[config.mk]
export PLATFORM = sky130hd
export DESIGN_NAME = fetch_ctrl
export DESIGN_NICKNAME = d
export VERILOG_FILES = /design/src/rtl/fetch_ctrl_pkg.sv /design/src/rtl/fetch_ctrl.sv
export SDC_FILE = /design/constraint.sdc
export NUM_CORES = 1
export LEC_CHECK = 0
export CORE_MARGIN = 1.5
export CORE_UTILIZATION = 35
export DETAILED_ROUTE_END_ITERATION = 10
export GPL_TIMING_DRIVEN = 0
export HOLD_SLACK_MARGIN = 0.02
export PLACE_DENSITY = 0.78
export SLEW_MARGIN = 20
export SYNTH_ARGS = -nofsm -noshare
export SYNTH_HDL_FRONTEND = slang
export SYNTH_SLANG_ARGS = --single-unit
[constraint.sdc]
create_clock -name clk -period 1.9 [get_ports clk]
set_input_delay 0.475 -clock clk [delete_from_list [all_inputs] [get_ports clk]]
set_output_delay 0.475 -clock clk [all_outputs]
set_load 0.05 [all_outputs]
[src/rtl/fetch_ctrl_pkg.sv]
// Shared definitions for the fetch-stage sequencer: FSM encodings,
// PC-source selection, exception codes and well-known PC vectors.
package fetch_ctrl_pkg;

    // FSM state encodings
    localparam logic [1:0] S_REQ  = 2'd0;
    localparam logic [1:0] S_WAIT = 2'd1;
    localparam logic [1:0] S_HOLD = 2'd2;

    // Exception code raised for a misaligned instruction fetch
    localparam logic [4:0] EXC_ADEL = 5'h04;

    // PC vectors used by the PC block
    localparam logic [31:0] RESET_PC     = 32'hBFC00000;
    localparam logic [31:0] EXC_VEC_BASE = 32'hBFC00380;

    // Next-PC source chosen for the PC block, in priority order
    typedef enum logic [1:0] {
        SEL_SEQ    = 2'd0,
        SEL_BRANCH = 2'd1,
        SEL_ERET   = 2'd2,
        SEL_EXC    = 2'd3
    } pc_sel_e;

    // A fetch address must be word aligned
    function automatic logic pc_misaligned(input logic [31:0] pc);
        return pc[1:0] != 2'b00;
    endfunction

endpackage

[src/rtl/fetch_ctrl.sv]
// Fetch-stage sequencer: issues one bus request per PC value, holds the
// returned instruction until decode accepts it, steers the PC block's
// redirect selects and discards fetches made stale by a flush.
module fetch_ctrl
    import fetch_ctrl_pkg::*;
#(
    parameter logic [31:0] EXC_VEC  = 32'hBFC00380,
    parameter logic [31:0] NOP_INST = 32'h00000000
) (
    input  logic        clk,
    input  logic        rst,
    input  logic [31:0] pc_reg,
    output logic        pc_reg_enable,
    output logic        is_exception,
    output logic        is_excep_return,
    output logic        is_jump_branch,
    output logic [31:0] jump_branch_address,
    output logic [31:0] excep_return_pc,
    output logic        inst_req,
    output logic [31:0] inst_addr,
    input  logic        inst_addr_ok,
    input  logic        inst_data_ok,
    input  logic [31:0] inst_rdata,
    input  logic        id_stall,
    input  logic        br_valid,
    input  logic [31:0] br_target,
    input  logic        exc_flush,
    input  logic        eret_flush,
    input  logic [31:0] epc,
    output logic        if_valid,
    output logic [31:0] if_inst,
    output logic [31:0] if_pc,
    output logic        if_adel
);

    // The PC block owns the exception vector; kept here for reference only.
    logic unused_exc_vec;
    assign unused_exc_vec = ^EXC_VEC;

    logic [1:0]  state_reg, state_next;
    logic        drop_reg, drop_next;
    logic        br_pend_reg, br_pend_next;
    logic [31:0] br_target_reg, br_target_next;
    logic [31:0] inst_buf_reg;
    logic [31:0] if_pc_reg;
    logic        if_adel_reg;

    logic    flush;
    logic    misaligned;
    logic    in_req, in_wait, in_hold;
    logic    advance;
    logic    req_raw;
    logic    accept;
    logic    load_data;
    logic    load_adel;
    pc_sel_e pc_sel;

    assign flush      = exc_flush | eret_flush;
    assign misaligned = pc_misaligned(pc_reg);
    assign in_req     = (state_reg == S_REQ);
    assign in_wait    = (state_reg == S_WAIT);
    assign in_hold    = (state_reg == S_HOLD);
    assign advance    = in_hold && !id_stall && !flush;
    assign req_raw    = in_req && !misaligned;
    assign accept     = req_raw && inst_addr_ok;
    // A flush in the same cycle as returning data discards that data
    assign load_data  = in_wait && inst_data_ok && !drop_reg && !flush;
    assign load_adel  = in_req && misaligned && !flush;

    // Next-PC source priority: exception > ERET > branch > sequential
    always_comb begin
        pc_sel = SEL_SEQ;
        if (exc_flush) begin
            pc_sel = SEL_EXC;
        end else if (eret_flush) begin
            pc_sel = SEL_ERET;
        end else if (advance && (br_pend_reg || br_valid)) begin
            pc_sel = SEL_BRANCH;
        end
    end

    assign pc_reg_enable       = !rst && (flush || advance);
    assign is_exception        = !rst && (pc_sel == SEL_EXC);
    assign is_excep_return     = !rst && (pc_sel == SEL_ERET);
    assign is_jump_branch      = !rst && (pc_sel == SEL_BRANCH);
    assign jump_branch_address = rst ? 32'h0 : (br_valid ? br_target : br_target_reg);
    assign excep_return_pc     = rst ? 32'h0 : epc;
    assign inst_req            = !rst && req_raw;
    assign inst_addr           = rst ? 32'h0 : pc_reg;
    assign if_valid            = !rst && in_hold && !flush;
    assign if_inst             = inst_buf_reg;
    assign if_pc               = if_pc_reg;
    assign if_adel             = if_adel_reg;

    // FSM transitions, pending-branch tracking and in-flight drop marking
    always_comb begin
        state_next     = state_reg;
        drop_next      = drop_reg;
        br_pend_next   = br_pend_reg;
        br_target_next = br_target_reg;

        case (state_reg)
            S_REQ: begin
                if (misaligned) begin
                    state_next = S_HOLD;
                end else if (inst_addr_ok) begin
                    state_next = S_WAIT;
                end
            end
            S_WAIT: begin
                if (inst_data_ok) begin
                    drop_next  = 1'b0;
                    state_next = drop_reg ? S_REQ : S_HOLD;
                end
            end
            S_HOLD: begin
                if (!id_stall) begin
                    state_next   = S_REQ;
                    br_pend_next = 1'b0;
                end
            end
            default: state_next = S_REQ;
        endcase

        // A branch not consumed by an advance this cycle waits for the
        // delay slot to be delivered; the newest target wins.
        if (br_valid && !(in_hold && !id_stall)) begin
            br_pend_next   = 1'b1;
            br_target_next = br_target;
        end

        // Flush overrides everything; an accepted-but-unreturned fetch
        // must still be drained, so its data is marked for discard.
        if (flush) begin
            br_pend_next = 1'b0;
            if (in_wait && !inst_data_ok) begin
                drop_next  = 1'b1;
                state_next = S_WAIT;
            end else if (accept) begin
                drop_next  = 1'b1;
                state_next = S_WAIT;
            end else begin
                drop_next  = 1'b0;
                state_next = S_REQ;
            end
        end
    end

    // State registers plus the instruction/PC/address-error hold buffer
    always_ff @(posedge clk) begin
        if (rst) begin
            state_reg     <= S_REQ;
            drop_reg      <= 1'b0;
            br_pend_reg   <= 1'b0;
            br_target_reg <= 32'h0;
            inst_buf_reg  <= 32'h0;
            if_pc_reg     <= 32'h0;
            if_adel_reg   <= 1'b0;
        end else begin
            state_reg     <= state_next;
            drop_reg      <= drop_next;
            br_pend_reg   <= br_pend_next;
            br_target_reg <= br_target_next;
            if (accept) begin
                if_pc_reg <= pc_reg;
            end
            if (load_data) begin
                inst_buf_reg <= inst_rdata;
                if_adel_reg  <= 1'b0;
            end
            if (load_adel) begin
                inst_buf_reg <= NOP_INST;
                if_adel_reg  <= 1'b1;
                if_pc_reg    <= pc_reg;
            end
        end
    end

endmodule

After elaboration in Yosys (flattened, before gate mapping)
Cells that the tools add are included.
Operators by class
  eq/ne operators: 9
  multiplexer cells: 28
  bitwise gates (word level): 1
  reduce and logical (&&, ||, !) cells: 40
Operator list (number)
  two-way mux 32 bit: 6
  logical AND 1 bit: 19
  two-way mux 2 bit: 8
  two-way mux 1 bit: 13
  nonzero test 2 bit: 6
  zero test 1 bit: 7
  equality test 2 bit (second input constant): 3
  inequality test 3 bit (second input constant): 2
  case mux 2 bit (3 select lines): 1
  equality test 2 x 1 -> 1 bit (second input constant): 2
  inequality test 4 bit (second input constant): 1
  AND reduction 2 bit: 2
  OR reduction 2 bit: 2
  AND reduction 3 bit: 1
  zero test 2 bit: 1
  logical OR 1 bit: 2
  inequality test 2 x 1 -> 1 bit (second input constant): 1
  OR 1 bit: 1
Word-level totals
  output and inout port bits: 167
  bits of input ports: 136
  logic and storage cells: 85
  bits in registers: 101

Longest topological paths before layout
Gate-level depths: netlist of the first run.
  depth after elaboration: 9
  depth in mapped cells: 7
  gate-level depth less buffers: 4

Worst setup path after synthesis of the first run
No wires, ideal clock.
  path type: in2out
  start: input rst
  end: output inst_req
  arrival time: 2495 ps
  path buffers: 3
  slack: -1070 ps
  cell stages on the path: 4
  data required time: 1425 ps
  cell sequence: clkbuf_1 -> buf_2 -> buf_2 -> nor4_1
Between the ends
  cells in the longest elaborated chain, start to end: 2
Ends and longest elaborated chain
  from (decl): RTL line fetch_ctrl.sv:11  | input logic rst,
  zero test 1 bit: RTL line fetch_ctrl.sv:88  | assign inst_req = !rst && req_raw;
  logical AND 1 bit: RTL line fetch_ctrl.sv:88
  to (decl): RTL line fetch_ctrl.sv:19  | output logic inst_req,
No other way between the ends.

Worst setup path in the final report of the first run
  start: register state_reg[0]
  end: output pc_reg_enable
Between the ends
  cells in the longest elaborated chain, start to end: 5
Ends and longest elaborated chain
  from (decl): RTL line fetch_ctrl.sv:40  | logic [1:0] state_reg, state_next;
  from (signal assigned): RTL line fetch_ctrl.sv:160  | state_reg <= state_next;
  equality test 2 bit: RTL line fetch_ctrl.sv:62  | assign in_hold = (state_reg == S_HOLD);
  logical AND 1 bit (2 in series): RTL line fetch_ctrl.sv:63  | assign advance = in_hold && !id_stall && !flush;
  logical OR 1 bit: RTL line fetch_ctrl.sv:82  | assign pc_reg_enable = !rst && (flush || advance);
  logical AND 1 bit: RTL line fetch_ctrl.sv:82
  to (decl): RTL line fetch_ctrl.sv:13  | output logic pc_reg_enable,
No other way between the ends.

==> impl_metrics.toml, run 1 <==
[critical_path]
crit_chain = "or3b_4 > a21oi_2 > buf_6"
cp-end-kind = "output port"
path_delay_family = "simple AND/OR/NAND/NOR gates"
critPathMaxFanout = 4
path_buf_inv = 1
required_ns = 1.42
critical_path_arrival_ns = 1.44
worstSetupPathType = "flop to output port"
critPathSlowestCell = "or3b_4"
reg2reg_slack_ns = 0.19
cp-start-kind = "flop"
cpPeakStageDelay_ns = 0.42

[logic_synthesis]
synth_top_area_share_pct = 42.8
synth_cell_types = 32
yosysWarnings = 0
synth_nets = 699
yosysSeqAreaShare_pct = 42.8
syn_inst = 563
synth_area_leaders = "dfxtp_1 (43%), nor2b_1 (13%), nand2_1 (10%)"
syn_area_um2 = 4730
synth_area_per_cell_um2 = 8.40
synth_top_cell_by_area = "dfxtp_1"
ys_ff_latch = 101

[grt]
grt_usage_pct = 22.9
grt_pass1_vias = 4716
grt_pass1_wl_mm = 25.6
grt-ovfl-total = 0
grt_max_degree = 19
grt_antenna_before_repair = 1

[die]
die_h_um = 119
core_area_um2 = 13200
start_util_pct = 35.8
ioPinCount = 303
dieArea_um2 = 14200
num_rows = 42
die_w_um = 119

[pwr]
p_sw_share_pct = 34.2
leakage_nw = 3.63
power_frac_seq_pct = 39.0
switching_power_mw = 1.98
pwr-share-comb_pct = 30.3
p_per_area_nw_per_um2 = 681
power_frac_clock_pct = 30.7
worst_ir_drop_vdd_mv = 0.715
p_int_mw = 3.81

[sta]
rsz0062_at_grt = "yes"
fin_skew_ns = 0.0100
relSlewSlack_pct = 60.4
tightest_slew_ns = 0.596
worst_slack_ns = -0.0180
finalCriticalPeriod_ns = 1.92
slew_viol_final = 0
hold_viol = 0
finalSetupViolations = 2
fmax_ghz = 0.521
min_period_over_period_pct = 101

[clocking]
hold_buffers = 0
clkTransAtPathRegs_ns = 0.08
cts_buffers = 9
clock_sink_count = 101
cts_max_level = 3
clock_latency_ns = 0.36
cts.path.max_buffers = 2
cts_tree = "yes"
clockRootBuffer = "clkbuf_16"

[run]
drv_cap = 0

[detailed_routing]
firstDrtPassIters = 4
drc = 0
antenna_left = 0
drt-total-wl_mm = 16.8
vias_per_cell = 4.61
vias = 4887
drt-wirelength-per-cell_um = 15.9
first_iter_violations = 218

[cells_and_area]
multiInputGateArea_um2 = 2970
post_route_cells_drive_above_1_share_pct = 30.2
syn_to_final_growth_pct = 80.0
layout.nets = 1014
num-fill-cells = 1133
final_cell_count_no_fill = 1060
regArea_um2 = 2030

[status]
outcome = "finished with violations"
violations = "setup timing"

[place]
detailed_place_hpwl_mm = 12.5
numPortBuffers = 300
gp_congestion = 0.788
post-place-ws_ns = -1.21
place_inst = 1039

[hold_path]
hold_class = "flop to flop"
## stage by stage
| stage | power, mW | utilization, % | instance area, µm² | TNS [ns] | hold slack, ns |
|---|---|---|---|---|---|
| final | 5.79 | 64.5 | 8510 | -0.0205 | 0.451 |
| after global routing | 6.02 | 64.5 | 8510 | -0.101 | 0.467 |
| after CTS | 5.80 | 63.4 | 8360 | -0.111 | 0.454 |
| after detailed placement | 4.05 | 62.5 | 8240 | -111.09 | 0.446 |
| after global placement | 4.05 | 62.5 | 8240 | -110.16 | 0.441 |
| after floorplan | 3.34 | - | 5020 | -5.63 | 0.436 |
## path summary, 6_finish.rpt
path	startpoint	endpoint	cells after the start
worst max register to register	state_reg[0]	if_inst[21]	6
worst min register to register	if_inst[20]	if_inst[20]	2
worst min-delay path	if_inst[20]	if_inst[20]	2
worst max-delay path	state_reg[0]	pc_reg_enable	3
## per-layer routing
metal / track usage, % / up-vias / routed length, µm
li1: - / 2471 / -
met5: 0 / - / 0
met1: 28.8 / 2230 / 7110
met2: 37.8 / 172 / 8220
met4: 4.59 / 0 / 178
met3: 8.29 / 14 / 1310
## repair_timing
| action | in CTS | in global routing |
|---|---|---|
| setup buffers | 4 | 1 |
| cloned | 0 | 1 |
| gates resized for setup | 642 | 93 |
| setup endpoints to repair | 230 | 72 |
| pin swaps | 4 | 4 |
## logic make-up (layout without fill, tap and decap cells)
kind of cell           after synthesis  in the layout  share of synthesized area, %
multiplexers                        65             65                          14.6
AO/OA/AOI/OAI                       71             71                          7.89
AND/OR/NAND/NOR                    283            283                          29.2
buffers and inverters               43            363                          5.45
other                                0              1                             0
flip-flops                         101            101                          42.8
## power groups by stage
stage          logic, mW  clock network [mW]  registers [mW]
2_1_floorplan      0.883                   0            2.46
3_5_place_dp        1.76                   0            2.30
3_3_place_gp        1.75                   0            2.29
5_1_grt             1.84                1.92            2.27
4_1_cts             1.71                1.84            2.26
6_report            1.76                1.78            2.26
## worst register-to-register path, cell delays in order (launching register included)
cell and delay (ns):
dfxtp_4 0.35, buf_4 0.16, nor2b_1 0.24, nor4b_4 0.46, buf_6 0.21, nand2_1 0.07
a21oi_1 0.15
## cells in the final DEF, fill, tap and decap left out, types with 7 or more instances in the layout
cell / n
mux2i_2: 19
clkbuf_4: 26
clkbuf_1: 9
nor2_4: 31
clkbuf_16: 10
nor2b_1: 94
clkdlybuf4s50_1: 127
nand2_1: 131
dlygate4sd2_1: 67
mux2_1: 7
dfxtp_1: 99
a21oi_1: 65
buf_2: 53
buf_6: 14
mux2_2: 26
buf_4: 28
mux2i_4: 11
## final cells by class
cell class | count | area share [%]
diodes | 1 | 0.0294
clock buffers | 9 | 2.65
flip-flops and latches | 101 | 23.8
repair buffers | 306 | 31.1
multi-input cells | 419 | 34.9
well taps | 176 | 2.59
clock inverters | 7 | 0.662
plain buffers | 41 | 4.31
## synth_stat cells, drive strengths merged
| cell type | instances |
|---|---|
| clkbuf | 16 |
| or3b | 1 |
| nor3 | 2 |
| nor4 | 1 |
| buf | 27 |
| o31ai | 1 |
| nor2 | 37 |
| nand3b | 1 |
| and3b | 1 |
| a211o | 1 |
| nand2b | 2 |
| or2 | 1 |
| mux2 | 33 |
| a21boi | 1 |
| mux2i | 32 |
| nor2b | 99 |
| a21oi | 66 |
| nand4b | 1 |
| nor4b | 1 |
| o41ai | 1 |
| nand3 | 2 |
| o21ai | 1 |
| nand2 | 132 |
| dfxtp | 101 |
| and2 | 1 |
| nor3b | 1 |
Power figures use the tool's default switching activity.
==> run 2: changes to the inputs <==
--- a/config.mk
+++ b/config.mk
@@ -6,11 +6,12 @@
 export NUM_CORES = 1
 export LEC_CHECK = 0
 export CORE_MARGIN = 1.5
-export CORE_UTILIZATION = 35
+export CORE_UTILIZATION = 32
 export DETAILED_ROUTE_END_ITERATION = 10
 export GPL_TIMING_DRIVEN = 0
 export HOLD_SLACK_MARGIN = 0.02
-export PLACE_DENSITY = 0.78
+export PLACE_DENSITY = 0.72
+export SKIP_CTS_REPAIR_TIMING = 1
 export SLEW_MARGIN = 20
 export SYNTH_ARGS = -nofsm -noshare
 export SYNTH_HDL_FRONTEND = slang
==> constraint.sdc (replaced) <==
create_clock -name clk -period 1.9 [get_ports clk]
set_input_delay 0.475 -clock clk [delete_from_list [all_inputs] [get_ports clk]]
set_output_delay 0.475 -clock clk [all_outputs]
set_load 0.1 [all_outputs]
==> run 2 against run 1 <==
The run still ends with setup timing left. Clock-buffer cell count unchanged. Clock skew is 0.0011 ns lower. Wire length increased by 4.3%. Total power grew 16%. Sequential share of layout area decreased by 2.3 points. Highest routed layer unchanged.
==> impl_metrics.toml, run 2 (same netlist as run 1, synthesis figures left out) <==
[sta]
relSlewSlack_pct = 60.8
min_period_over_period_pct = 109
finalSetupViolations = 6
rsz0062_at_grt = "yes"
fmax_ghz = 0.482
slew_viol_final = 0
finalCriticalPeriod_ns = 2.07
hold_viol = 0
tightest_slew_ns = 0.588
worst_slack_ns = -0.174
fin_skew_ns = 0.00890

[cells_and_area]
post_route_cells_drive_above_1_share_pct = 45.7
antenna_cells = 0
final_cell_count_no_fill = 1082
syn_to_final_growth_pct = 99.4
layout_commonest_cell = "nand2_1"
num-fill-cells = 1181
layout.nets = 1029
mostFrequentLayoutCells = "nand2_1 (131), clkdlybuf4s50_1 (115), dfxtp_1 (99)"

[pwr]
worst_ir_drop_vdd_mv = 0.421
leakage_nw = 4.06
p_per_area_nw_per_um2 = 713
p_total_mw = 6.73

[critical_path]
worstSetupPathType = "flop to output port"
critPathMaxFanout = 7
required_ns = 1.42
cp-start-kind = "flop"
cp-end-kind = "output port"
critical_path_arrival_ns = 1.60

[die]
start_util_pct = 32.6
core_area_um2 = 14500
die_h_um = 125
num_rows = 44
ioPinCount = 303
dieArea_um2 = 15500
die_w_um = 125

[detailed_routing]
vias_per_cell = 4.71
drt-total-wl_mm = 17.5
firstDrtPassIters = 6
antenna_left = 0
first_iter_violations = 176
drt-wirelength-per-cell_um = 16.2
drc = 0
vias = 5099

[clocking]
clockRootBuffer = "clkbuf_16"
clkTransAtPathRegs_ns = 0.07
clock_latency_ns = 0.35
clock_sink_count = 101
cts_buffers = 9
cts_max_level = 3
cts_tree = "yes"
cts.path.max_buffers = 2

[grt]
grt-ovfl-total = 0
grt_usage_pct = 21.3
grt_antenna_before_repair = 0
grt_pass1_vias = 5082
grt_max_degree = 20
grt_pass1_wl_mm = 26.6

[hold_path]
hold_class = "primary input to flop"

[place]
place_inst = 1047
gp_congestion = 0.825
detailed_place_hpwl_mm = 13.3
numPortBuffers = 300

[run]
drv_cap = 0

[status]
outcome = "finished with violations"
violations = "setup timing"
-- run 2: cell types whose count changed in the layout (fill, tap and decap cells not counted), sizes merged --
cell,previous run,this run
clkinvlp,3,1
diode,1,0
dlymetal6s2s,1,16
clkbuf,51,121
clkdlybuf4s15,5,0
clkinv,1,2
inv,3,4
clkdlybuf4s50,127,115
dlygate4sd2,67,0
buf,105,119
-- run 2: report_power, final --
group | internal (mW) | switching [mW] | total [mW]
clock | 0.922 | 0.888 | 1.81
sequential | 2.21 | 0.0539 | 2.26
combinational | 0.906 | 1.75 | 2.65
total | 4.03 | 2.69 | 6.73
-- run 2: critical path: stages, from the launching register on --
cell and delay (ns):
dfxtp_2 0.33, buf_6 0.13, or3b_4 0.42, a21oi_4 0.18
buf_12 0.19
-- run 2: path summary, 6_finish.rpt --
path | startpoint | endpoint | slack (ns) | cells past startpoint
min reg2reg | br_target_reg[31] | br_target_reg[31] | 0.45 | 2
max reg2reg | state_reg[0] | if_pc[16] | 0.07 | 6
min | br_target[10] | br_target_reg[10] | 0.44 | 3
max | state_reg[0] | pc_reg_enable | -0.17 | 4
-- run 2: area by class of cell --
class | count | area (µm²) | share of cell area [%]
Multi-Input combinational cell | 419 | 3430 | 36.3
Timing Repair Buffer | 319 | 3050 | 32.3
Sequential cell | 101 | 2020 | 21.5
Buffer | 43 | 408 | 4.33
Tap cell | 184 | 230 | 2.44
Clock buffer | 9 | 225 | 2.39
Clock inverter | 7 | 65.1 | 0.690
-- run 2: metal layers --
metal	wire, µm	vias to the layer above	global-route usage (%)	part of all wire, %
li1	-	2489	-	-
met1	6810	2371	24.6	39
met2	8960	211	36.8	51
met3	1370	28	7.35	7.8
met4	399	0	7.10	2.3
met5	0	-	0	0
-- run 2: through the flow --
step / instance area, µm² / utilization (%) / worst slack (ns) / setup TNS [ns] / hold WS, ns
6_report: 9430 / 65.1 / -0.174 / -0.336 / 0.442
5_1_grt: 9430 / 65.1 / -0.212 / -0.774 / 0.440
4_1_cts: 9060 / 62.6 / -1.56 / -134.06 / 0.457
3_5_place_dp: 8770 / 60.6 / -1.54 / -134.83 / 0.447
3_3_place_gp: 8770 / 60.6 / -1.55 / -133.80 / 0.441
2_1_floorplan: 5540 / - / -0.432 / -4.70 / 0.435
==> run 3: changes to the inputs <==
--- a/config.mk
+++ b/config.mk
@@ -5,7 +5,6 @@
 export SDC_FILE = /design/constraint.sdc
 export NUM_CORES = 1
 export LEC_CHECK = 0
-export CORE_MARGIN = 1.5
 export CORE_UTILIZATION = 32
 export DETAILED_ROUTE_END_ITERATION = 10
 export GPL_TIMING_DRIVEN = 0
==> run 3 against run 2 <==
The run still ends with setup timing left. Setup slack better by 0.019 ns. Die area down 1.6%. First-iteration DRC count up 1.1%. Final cell count down 1.2%. Largest power group unchanged. Non-clock buffer count down 14.
==> impl_metrics.toml, run 3 (same netlist as run 1, synthesis figures left out) <==
[status]
outcome = "finished with violations"
violations = "setup timing"

[hold_path]
hold_class = "primary input to flop"

[die]
core_area_um2 = 14500
die_h_um = 124
start_util_pct = 32.6
num_rows = 44
die_w_um = 124
ioPinCount = 303
dieArea_um2 = 15300

[grt]
grt_pass1_wl_mm = 24.1
grt_pass1_vias = 4877
grt_antenna_before_repair = 1
grt_max_degree = 20
grt_usage_pct = 20.8
grt-ovfl-total = 0

[detailed_routing]
antenna_left = 0
drc = 0
vias_per_cell = 4.70
drt-wirelength-per-cell_um = 15.8
drt-total-wl_mm = 16.9
vias = 5022
first_iter_violations = 178
firstDrtPassIters = 4

[sta]
fmax_ghz = 0.487
worst_slack_ns = -0.155
finalSetupViolations = 4
slew_viol_final = 0
hold_viol = 0
fin_skew_ns = 0.0132
finalCriticalPeriod_ns = 2.06
tightest_slew_ns = 0.590
min_period_over_period_pct = 108
rsz0062_at_grt = "yes"
relSlewSlack_pct = 60.8

[clocking]
clock_sink_count = 101
cts_buffers = 9
clkTransAtPathRegs_ns = 0.07
cts.path.max_buffers = 2
cts_max_level = 3
clock_latency_ns = 0.35
clockRootBuffer = "clkbuf_16"
cts_tree = "yes"

[place]
detailed_place_hpwl_mm = 13.1
numPortBuffers = 300
gp_congestion = 0.799
post-place-ws_ns = -1.54

[pwr]
leakage_nw = 3.98
worst_ir_drop_vdd_mv = 0.510
p_per_area_nw_per_um2 = 726
p_total_mw = 6.71

[critical_path]
cpPeakStageDelay_ns = 0.42
cp-start-kind = "flop"
critical_path_arrival_ns = 1.58
worstSetupPathType = "flop to output port"
cp-end-kind = "output port"
required_ns = 1.42
path_delay_family = "simple AND/OR/NAND/NOR gates"
critPathMaxFanout = 10
path_buf_inv = 2
critPathSlowestCell = "or3b_4"
crit_chain = "buf_6 > or3b_4 > a21oi_4 > buf_12"

[cells_and_area]
layout_commonest_cell = "nand2_1"
post_route_cells_drive_above_1_share_pct = 44.7
syn_to_final_growth_pct = 95.5
layout.nets = 1015
final_core_util_pct = 63.8
mostFrequentLayoutCells = "nand2_1 (131), clkdlybuf4s50_1 (113), dfxtp_1 (100)"

[run]
drv_cap = 0
[run 3: cell types whose count changed in the layout (fill, tap and decap cells not counted), moves of 2 or more]
| cell | change |
|---|---|
| buf_12 | -5 |
| buf_8 | +3 |
| clkbuf_1 | +2 |
| clkbuf_2 | -2 |
| buf_4 | -6 |
| dlymetal6s2s_1 | +2 |
| mux2i_4 | -8 |
| clkbuf_4 | -5 |
| mux2i_1 | -2 |
| mux2i_2 | +10 |
| clkdlybuf4s50_1 | -2 |
[run 3: area by class of cell]
class / count / area, µm²
Fill cell: 1185 / 5240
Multi-Input combinational cell: 419 / 3350
Clock buffer: 10 / 239
Buffer: 43 / 402
Clock inverter: 6 / 63.8
Timing Repair Buffer: 305 / 2930
Tap cell: 184 / 230
Sequential cell: 101 / 2020
Antenna cell: 1 / 2.50
[run 3: final timing paths]
path | from | endpoint | slack, ns | cells after the start
min reg2reg | if_inst[26] | if_inst[26] | 0.46 | 2
max | state_reg[0] | pc_reg_enable | -0.16 | 4
min | br_target[26] | br_target_reg[26] | 0.43 | 3
max reg2reg | state_reg[1] | if_pc[14] | 0.05 | 5
[run 3: report_power, final]
group	switching [mW]	internal [mW]
clock network	0.882	0.962
registers	0.0517	2.21
logic	1.73	0.873
[run 3: worst register-to-register path, delay by kind of cell, from the launching register on]
family / cells / cell delay (ns)
AOI/OAI and AO/OA: 1 / 0.50
buffers and inverters: 3 / 0.57
DFF: 1 / 0.32
muxes: 1 / 0.36
[run 3: per-stage QoR]
| stage | instance area [µm²] | hold WS [ns] | cells | TNS, ns |
|---|---|---|---|---|
| floorplan | 5540 | 0.435 | 563 | -4.70 |
| global placement | 8770 | 0.441 | 1047 | -129.23 |
| detailed placement | 8770 | 0.446 | 1047 | -134.85 |
| CTS | 9070 | 0.456 | 1063 | -132.73 |
| global route | 9240 | 0.424 | 1069 | -2.62 |
| finish | 9240 | 0.425 | 1069 | -0.253 |
[run 3: metal layers]
metal | GRT usage (%) | vias to the layer above | wire [µm]
li1 | - | 2454 | -
met1 | 23.7 | 2349 | 6710
met2 | 35.6 | 194 | 8550
met3 | 7.38 | 25 | 1300
met4 | 7.68 | 0 | 343
met5 | 0 | - | 0
==> variant 1 (config.mk and constraints of run 2) <==
Add an input register stage for `br_target`, without a reset; this delays it by one clock. The other inputs are not delayed to match.
--- a/src/rtl/fetch_ctrl.sv
+++ b/src/rtl/fetch_ctrl.sv
@@ -34,2 +34,8 @@
 );
+
+    logic [31:0] br_target_q;
+
+    always_ff @(posedge clk) begin
+        br_target_q <= br_target;
+    end
 
@@ -85,3 +91,3 @@
     assign is_jump_branch      = !rst && (pc_sel == SEL_BRANCH);
-    assign jump_branch_address = rst ? 32'h0 : (br_valid ? br_target : br_target_reg);
+    assign jump_branch_address = rst ? 32'h0 : (br_valid ? br_target_q : br_target_reg);
     assign excep_return_pc     = rst ? 32'h0 : epc;
@@ -128,3 +134,3 @@
             br_pend_next   = 1'b1;
-            br_target_next = br_target;
+            br_target_next = br_target_q;
         end
Function: changed (a bounded check fails within 4 cycles, from zero or initial values and one cycle with rst high).
==> variant 1 against run 2 <==
- largest power group is now the clock network
- utilization decreased by 4.2 points
- total power grew 32%
- count of clock-buffer cells in the layout grew 10
- critical endpoint unchanged
- the flow still finishes with violations (negative setup slack)
- critical path type unchanged
- routed wire length is 3.0% higher
- design area up 6.7%
- sequential cell count increased by 32
- clock power increased by 83%
- area after synthesis rose by 14%
- setup slack lost 0.024 ns
- hold slack got worse by 0.033 ns
==> variant 1: results (changes against run 2) <==
Status
  • Status: finished with violations
  • Violated checks: negative setup slack

Cells and area
  • Core Util, Final: 60.89% (-4.2 points)
  • Total of fill cells in the finished design: 1439 (+22%)
  • Fin cells: 1156 (+6.8%)

Critical path
  • R2r endpoint: if_inst[26]
  • FF-to-FF Start: state_reg[1]
  • Worst r2r path cells: 7 (+1)
  • Crit-path max FO: 8 (+1)

Global routing
  • First-pass GRT wire length: 27340 um (+2.8%)
  • GRT Util Overall: 19.86% (-1.5 points)
  • Number of global-route vias before repair: 5120 (+0.75%)

Power and ir drop
  • Net Sw Frac: 34.07% (-5.9 points)
  • Static leakage: 4.242 nW (+4.5%)
  • Comb power frac: 28.7% (-11 points)
  • Worst vdd ir: 0.0006961 V (+65%)

Synthesis
  • Post-synth top cells: 133 x dfxtp_1, 121 x nand2_1, 99 x nor2b_1
  • Post-synthesis net count: 731 (+4.6%)
  • Dominant cells by area after synthesis: dfxtp_1 49%, nor2b_1 11%, nand2_1 8.4%, a21oi_1 6.1%, mux2i_1 5.9%
  • Sequential element share of the synthesized area: 49.37% (+6.6 points)
  • Syn_area_per_cell: 9.063 sq um (+7.9%)

Place
  • Placement Setup Slack: -1.639 ns (-0.1013 ns)
  • Final HPWL DP: 13420 um (+1.2%)

Detailed routing
  • Iter 0 DRT Violations: 165 (-6.3%)
  • Routed wire per std cell: 15.63 um (-3.6%)
  • First-pass iteration count of the detailed router: 4 (-2)

Clock network
  • H-Tree Depth: 4 (+1)
  • Worst skew pair latency: 0.40 ns (+0.05 ns)

Timing
  • Worst-margin pin slew: 0.6107 ns (+0.02268 ns)
  • Final setup TNS: -0.3835 ns (-0.04759 ns)
  • Post-route setup slack: -0.1979 ns (-0.02396 ns)
  • WHS: 0.4092 ns (-0.03266 ns)
  • Final number of setup-violating endpoints: 3 (-3)

Min path
  • HP Start: id_stall
==> variant 1: changes by cell type after synthesis, sizes merged <==
cell / before / now
dfxtp: 101 / 133
buf: 27 / 24
clkbuf: 16 / 19
==> variant 1: cell type report <==
class | instances | area share, %
Sequential cell | 133 | 26.47
Clock inverter | 12 | 1.542
Antenna cell | 1 | 0.02487
Tap cell | 220 | 2.736
Multi-Input combinational cell | 419 | 33.88
Buffer | 43 | 4.128
Timing Repair Buffer | 309 | 26.81
Clock buffer | 19 | 4.402
==> variant 1: layer usage <==
| layer | global-route usage [%] | wire (um) | up-vias |
|---|---|---|---|
| met1 | 24.50 | 7731 | 2434 |
| met3 | 6.169 | 1160 | 16 |
| met2 | 33.02 | 8875 | 158 |
| met5 | 0 | 0 | - |
| met4 | 6.410 | 297 | 0 |
| li1 | - | - | 2586 |
==> variant 1: cell families after synthesis <==
group | count (synthesis) | synth area share, %
mux | 65 | 12.83
flops | 133 | 49.37
buf+inv | 43 | 4.780
compound gates | 71 | 6.914
simple gates | 283 | 26.10
==> variant 2 (settings of run 2) <==
Without the edit above. Reset style: asynchronous (`rst`), changed in one clocked block.
--- a/src/rtl/fetch_ctrl.sv
+++ b/src/rtl/fetch_ctrl.sv
@@ -149,3 +149,3 @@
     // State registers plus the instruction/PC/address-error hold buffer
-    always_ff @(posedge clk) begin
+    always_ff @(posedge clk or posedge rst) begin
         if (rst) begin
Function: differs if rst is asserted again (counterexample within 4 cycles, from zero or initial values and one cycle with rst high); with rst held inactive, the same outputs for 10 cycles.
==> variant 2 against run 2 <==
- area after synthesis up 3.3%
- design area decreased by 1.7%
- total power increased by 38%
- routed wire length is 5.3% lower
- sequential cell count is the same
- global-route usage down 0.95 points
- sequential power increased by 18%
- via count decreased by 17%
- synthesized cell count shrank 31%
- hold slack got worse by 0.024 ns
- the flow still finishes with violations (negative setup slack)
- largest cell class unchanged
- die area rose by 3.2%
- clock skew down 0.00065 ns
- setup slack improved by 0.033 ns
==> variant 2: results (changes against run 2) <==
Synthesis
  • Post-synth top cells: 101 x dfrtp_1, 66 x nor2b_1, 37 x nor2_1
  • Mux share of post-synthesis cell area: 23.62% (+9.0 points)
  • Dominant cells by area after synthesis: dfrtp_1 52%, mux2_4 9.2%, nor2b_1 8.5%, mux2_1 7.8%, mux2i_1 6.6%
  • Syn_area_per_cell: 12.62 sq um (+50%)
  • Asr flop ratio synth: 100.0% (+100 points)
  • Synth cell types: 30 (-6.3%)
  • Sequential element share of the synthesized area: 51.76% (+9.0 points)
  • Post-synthesis net count: 523 (-25%)
  • Synth Area in Compound Gates: 6.995% (-0.89 points)

Timing
  • Worst-margin pin slew: 0.6184 ns (+0.03036 ns)
  • Final setup TNS: -0.2658 ns (+0.07010 ns)
  • Post-route setup slack: -0.1413 ns (+0.03259 ns)
  • Final number of setup-violating endpoints: 4 (-2)
  • Clk_skew: 0.008247 ns (-0.0006506 ns)

Detailed routing
  • Via/cell ratio: 4.733 (+0.43%)
  • Iter 0 DRT Violations: 119 (-32%)
  • Met3 wire len: 1232 um (-9.8%)
  • Met2 wire len: 8508 um (-5.1%)
  • WL met1: 6382 um (-6.3%)
  • First-pass iteration count of the detailed router: 4 (-2)
  • Final WL: 16600 um (-5.3%)

Cells and area
  • Clock network area share: 3.296% (+0.22 points)
  • Fin cells: 898 (-17%)
  • Multi-In Gates: 255 (-39%)
  • Share of cells above drive strength 1: 54.06% (+8.4 points)
  • Fin nets: 845 (-18%)
  • Sequential share of cell area: 27.31% (+5.8 points)
  • Multi-input combinational area share: 32.61% (-3.7 points)
  • Layout non-clock buf frac: 34.13% (-2.5 points)
  • Bufs w/o clock: 339 (-6.4%)

Status
  • Violated checks: negative setup slack
  • Status: finished with violations

Power and ir drop
  • Power per Cell Area: 998.9 nW/um^2 (+40%)
  • Worst vdd ir: 0.0007324 V (+74%)
  • Static leakage: 4.432 nW (+9.2%)

Critical path
  • Crit-path max cell delay: 0.45 ns (+0.03 ns)
  • Worst setup startpoint: state_reg[0]
  • R2R setup slack: 0.14 ns (+0.07 ns)
  • FF-to-FF Start: state_reg[1]
  • Crit-path max FO: 6 (-1)
  • Worst r2r path cells: 5 (-1)
  • Slowest CP cell: dfrtp_2
  • R2r endpoint: if_pc[3]

Place
  • Placed Cells: 874 (-17%)
  • I/O Buffers: 300 (unchanged)
  • Placer Congestion: 0.8544 (+3.6%)
  • Final HPWL DP: 13060 um (-1.5%)
  • Placement Setup Slack: -1.507 ns (+0.03016 ns)

Global routing
  • GR Util met3: 5.736% (-1.6 points)
  • First-pass GRT wire length: 25010 um (-6.0%)
  • Routing usage on met1: 23.79% (-0.82 points)
  • Number of global-route vias before repair: 4501 (-11%)
  • GRT Util Overall: 20.38% (-0.95 points)
  • Routing usage on met2: 36.07% (-0.75 points)

Die
  • Core area: 14700 sq um (+1.5%)

Min path
  • HP Start: br_target[31]
[variant 2: cell types whose count changed after synthesis, moves of 30 or more]
| cell | delta |
|---|---|
| a22o_1 | +32 |
| nor2b_1 | -33 |
| dfrtp_1 | +101 |
| mux2_4 | +30 |
| dfxtp_1 | -101 |
| nand2_1 | -129 |
| a21oi_1 | -64 |
[variant 2: kinds of logic after synthesis]
logic type             count (synthesis)
AND/OR/NAND/NOR                      120
flip-flops                           101
multiplexers                          96
AO/OA/AOI/OAI                         39
buffers and inverters                 31
[variant 2: worst min-delay path by stage]
stage                         to  cells after the start  slack [ns]
6_report       br_target_reg[31]                      2        0.42
5_1_grt        br_target_reg[31]                      2        0.43
4_1_cts         br_target_reg[7]                      1        0.50
3_5_place_dp    br_target_reg[7]                      1        0.48
3_3_place_gp   br_target_reg[16]                      1        0.47
2_1_floorplan   br_target_reg[0]                      1        0.46
[variant 2: report_power, final]
part / switching, W / internal, W
Sequential: 0.000200 / 0.00247
Clock: 0.000856 / 0.00104
Combinational: 0.00341 / 0.00128
